## src/rtl/apb_requester.sv

```systemverilog
// apb_requester: APB initiator that drains a small command FIFO into
// SETUP/ACCESS transfers and returns one response per command, in order.
// Read data is taken one cycle after ACCESS because the responder registers
// PRDATA on the ACCESS clock edge.
module apb_requester #(
    parameter int AMBA_ADDR_WIDTH = 20,
    parameter int AMBA_WORD       = 32,
    parameter int FIFO_DEPTH      = 4
) (
    input  logic                       clk,
    input  logic                       rst,
    input  logic                       cmd_valid,
    output logic                       cmd_ready,
    input  logic                       cmd_write,
    input  logic [AMBA_ADDR_WIDTH-1:0] cmd_addr,
    input  logic [AMBA_WORD-1:0]       cmd_wdata,
    output logic                       PSEL,
    output logic                       PENABLE,
    output logic                       PWRITE,
    output logic [AMBA_ADDR_WIDTH-1:0] PADDR,
    output logic [AMBA_WORD-1:0]       PWDATA,
    input  logic [AMBA_WORD-1:0]       PRDATA,
    output logic                       rsp_valid,
    output logic                       rsp_write,
    output logic [AMBA_WORD-1:0]       rsp_rdata,
    output logic                       busy
);

    localparam int PW = $clog2(FIFO_DEPTH);
    localparam int EW = 1 + AMBA_ADDR_WIDTH + AMBA_WORD;

    localparam logic [1:0] IDLE    = 2'd0;
    localparam logic [1:0] SETUP   = 2'd1;
    localparam logic [1:0] ACCESS  = 2'd2;
    localparam logic [1:0] CAPTURE = 2'd3;

    logic [1:0]    state;
    logic [1:0]    state_nxt;
    logic [EW-1:0] mem [FIFO_DEPTH];
    logic [PW-1:0] wr_ptr;
    logic [PW-1:0] rd_ptr;
    logic [PW:0]   count;
    logic          fifo_nonempty;
    logic          push;
    logic          pop;
    logic [EW-1:0] head;

    assign fifo_nonempty = (count != '0);
    assign cmd_ready     = (count < (PW+1)'(FIFO_DEPTH));
    assign push          = cmd_valid & cmd_ready;
    assign head          = mem[rd_ptr];

    // A new transfer starts whenever the FSM is free to issue and the FIFO has work
    assign pop = fifo_nonempty &
                 ((state == IDLE) || (state == CAPTURE) || ((state == ACCESS) && PWRITE));

    assign PSEL    = (state == SETUP) || (state == ACCESS);
    assign PENABLE = (state == ACCESS);
    assign busy    = (state != IDLE) || fifo_nonempty;

    // Command storage; contents need no reset since only counted entries are read
    always_ff @(posedge clk) begin
        if (push) begin
            mem[wr_ptr] <= {cmd_write, cmd_addr, cmd_wdata};
        end
    end

    // FIFO pointers and occupancy; simultaneous push and pop leave count unchanged
    always_ff @(posedge clk or posedge rst) begin
        if (rst) begin
            wr_ptr <= '0;
            rd_ptr <= '0;
            count  <= '0;
        end else begin
            if (push) wr_ptr <= wr_ptr + PW'(1);
            if (pop)  rd_ptr <= rd_ptr + PW'(1);
            if (push && !pop)      count <= count + (PW+1)'(1);
            else if (!push && pop) count <= count - (PW+1)'(1);
        end
    end

    // Next-state decode for the APB phase sequencer
    always_comb begin
        state_nxt = state;
        unique case (state)
            IDLE:    state_nxt = fifo_nonempty ? SETUP : IDLE;
            SETUP:   state_nxt = ACCESS;
            ACCESS:  state_nxt = PWRITE ? (fifo_nonempty ? SETUP : IDLE) : CAPTURE;
            CAPTURE: state_nxt = fifo_nonempty ? SETUP : IDLE;
            default: state_nxt = IDLE;
        endcase
    end

    // Phase register, APB address/data holding registers and response generation
    always_ff @(posedge clk or posedge rst) begin
        if (rst) begin
            state     <= IDLE;
            PWRITE    <= 1'b0;
            PADDR     <= '0;
            PWDATA    <= '0;
            rsp_valid <= 1'b0;
            rsp_write <= 1'b0;
            rsp_rdata <= '0;
        end else begin
            state     <= state_nxt;
            rsp_valid <= 1'b0;
            if (pop) begin
                {PWRITE, PADDR, PWDATA} <= head;
            end
            if ((state == ACCESS) && PWRITE) begin
                rsp_valid <= 1'b1;
                rsp_write <= 1'b1;
            end
            if (state == CAPTURE) begin
                rsp_valid <= 1'b1;
                rsp_write <= 1'b0;
                rsp_rdata <= PRDATA;
            end
        end
    end

endmodule

```

## config.mk

```make
export PLATFORM = sky130hd
export DESIGN_NAME = apb_requester
export DESIGN_NICKNAME = d
export VERILOG_FILES = /design/src/rtl/apb_requester.sv
export SDC_FILE = /design/constraint.sdc
export NUM_CORES = 1
export LEC_CHECK = 0
export CAP_MARGIN = 20
export CORE_MARGIN = 2
export CORE_UTILIZATION = 45
export CTS_CLUSTER_SIZE = 28
export DETAILED_ROUTE_END_ITERATION = 12
export GPL_TIMING_DRIVEN = 0
export PLACE_DENSITY_LB_ADDON = 0.08
export SLEW_MARGIN = 20
export SYNTH_ARGS = -nofsm -noshare
export SYNTH_HDL_FRONTEND = slang
export SYNTH_SLANG_ARGS = --single-unit
```

## constraint.sdc

```tcl
create_clock -name clk -period 3.6 [get_ports clk]
set_input_delay 0.72 -clock clk [delete_from_list [all_inputs] [get_ports clk]]
set_output_delay 0.72 -clock clk [all_outputs]
set_load 0.1 [all_outputs]
```

==> results.txt <==
sequential area share after synthesis: 76.5%
Setup CP Type: register to primary output
routed vias/inst: 5.10
xor/xnor share of the synthesized area: 0.459%
mux contribution to synthesized area: 18.9%
HPWL Detailed: 13.7 mm
Main synth FF type: edfxtp_1
CP max stage delay: 1.19 ns
Multi-input gate area: 2510 µm²
core area: 25100 µm²
count of different cell masters after synthesis: 26
Tcrit/Tclk final: 92.0%
simple-gate share of the synthesized area: 0.830%
Die Area: 26800 µm²
Synth Area in Compound Gates: 0.470%
M2 GR Usage: 28.9%
Filler cells: 1911
antenna cells: 0
router iterations before antenna repair: 6
setup ws final: 0.287 ns
nets@finish: 830
status: complete, no violations
Post-Syn Instances: 516
met3 Use GR: 4.04%
Die W: 164 µm
Rows: 58
GRT Total Usage: 16.7%
Sink Count: 308
total gr overflow: 0
DRC: 0
most area-consuming cells after synthesis: edfxtp_1 (56%), dfrtp_1 (21%), mux4_2 (9.6%)
post_cts resized: 0
placed cell area: 13800 µm²
Reg2Reg Setup Slack: 0.88 ns
final setup fails: 0
largest net degree at the start of global routing: 57
Register Area: 8770 µm²
slowest cell on the critical path: clkdlybuf4s50_1
yosys warns: 0
final hold violations: 0
clk_skew: 0.0214 ns
dpl ws: 0.742 ns
clk root buf: clkbuf_16
Initial Util: 45.6%
Fmax: 302 MHz
GR Layer Usage met1: 21.3%
Adder-Cell Fraction of Synth Area: 1.16%
min cycle time layout: 3.31 ns
final antenna-violating net count: 0
Hold Buf Count CTS: 0
syn_nets: 614
TritonCTS buffer count: 31
CP startpoint kind: register
EDFF count, synth: 212
post-synth top area cell: edfxtp_1
CTS tree: done
Worst-path clk slew: 0.06 ns
chip height: 164 µm
Worst Path Max Fanout: 5
RSZ-0062 raised after global routing: no
clk buf depth: 3
Post-Layout Cell Count: 1087
initial antenna violation count: 0
Worst EP required: 2.88 ns
final setup TNS: 0 ns
top-count cell post-synth: edfxtp_1
io pins: 179
routed vias: 5541
final instance area: 14800 µm²
final slew viol count: 0
GRT Max-Usage Layer: met2
max cap viols: 0
H-tree levels: 1
Port Buffers: 178
Hold Crit Class: register to register
Post-synth ARST share: 31.2%
vias in the first global route: 5976
combinational family with the most area after synthesis: multiplexers
Critical Path Sink Type: primary output
Synth top area share: 55.6%
normalized max-slew margin: 29.9%
Layout area overhead: 29.3%
DR iter-0 viols: 330
DP Cell Count: 1029
Final Wtd Congestion: 0.787
Post-Route WL: 21.9 mm
Yosys reg bits: 308
Post-Syn Area: 11500 µm²
# Post-CTS Setup Buffers: 0
synth cell count leaders: edfxtp_1 (212), dfrtp_1 (96), mux2_2 (85)
crit-path cells: inv_1 -> ha_1 -> clkdlybuf4s50_1
layout cells sized above 1: 28.0%
CP arrival: 2.59 ns
Slew @ Worst Pin: 1.05 ns
Syn Area/Cell: 22.2 µm²
first-pass GRT wire length: 33.5 mm
WL per Instance: 20.2 µm
worst-skew pair later-pin latency: 0.56 ns
[registers in the layout, indices dropped and copies added, names as in the netlist, 2 cells and up]
| signal | flops |
|---|---|
| PADDR | 20 |
| rd_ptr | 2 |
| wr_ptr | 2 |
| state | 2 |
| count | 3 |
| mem | 212 |
| PWDATA | 32 |
| rsp_rdata | 32 |
[cells in the final DEF, fill, tap and decap left out, types with 5 or more instances in the layout]
master | netlist | layout
inv_1 | 9 | 8
mux4_2 | 49 | 49
buf_6 | 6 | 6
dfrtp_1 | 96 | 96
mux2_2 | 85 | 85
clkbuf_1 | 4 | 14
buf_2 | 7 | 7
ha_1 | 9 | 9
clkdlybuf4s50_1 | 0 | 178
buf_4 | 5 | 5
edfxtp_1 | 212 | 212
clkbuf_16 | 0 | 31
clkinv_2 | 0 | 7
[worst paths after layout]
kind | start | to | depth (start not counted)
worst max-delay path | state[0] | PSEL | 3
worst min-delay path | PADDR[8] | PADDR[8] | 1
worst max register to register | state[0] | count[1] | 10
worst min register to register | PADDR[8] | PADDR[8] | 1
max in group asynchronous | rst | wr_ptr[1] | 3
min in group asynchronous | rst | PADDR[16] | 2
[layout make-up]
class,instances,area share (%)
Timing Repair Buffer,183,12.8
Clock inverter,13,1.16
Clock buffer,45,5.86
Inverter,9,0.262
Tap cell,330,2.79
Buffer,22,1.05
Sequential cell,308,59.2
Multi-Input combinational cell,177,16.9
[per-stage QoR]
stage	hold slack, ns	util [%]
finish	0.502	59.0
global route	0.514	59.0
CTS	0.507	59.0
detailed placement	0.495	54.9
global placement	0.489	54.4
floorplan	0.553	-
[cell families (layout without fill, tap and decap cells)]
kind of cell,count (synthesis),after routing
xor+xnor,6,6
fa+ha+maj,10,10
compound gates,7,7
simple gates,16,16
buf+inv,31,272
mux,138,138
flops,308,308
[per-layer routing]
layer | up-vias | part of all wire [%]
met1 | 2855 | 42
met4 | 0 | 2.0
met5 | - | 0
li1 | 2476 | -
met3 | 37 | 6.8
met2 | 173 | 49
[critical path: cells and delay by family (launching register included)]
kind	cells	cell delay [ns]
DFF	1	0.38
buffers and inverters	2	1.27
adders and majority gates	1	0.39
Power is left out: the tool's default activity adds up to more than one toggle a clock period on the data nets, which glitch-free logic cannot reach.
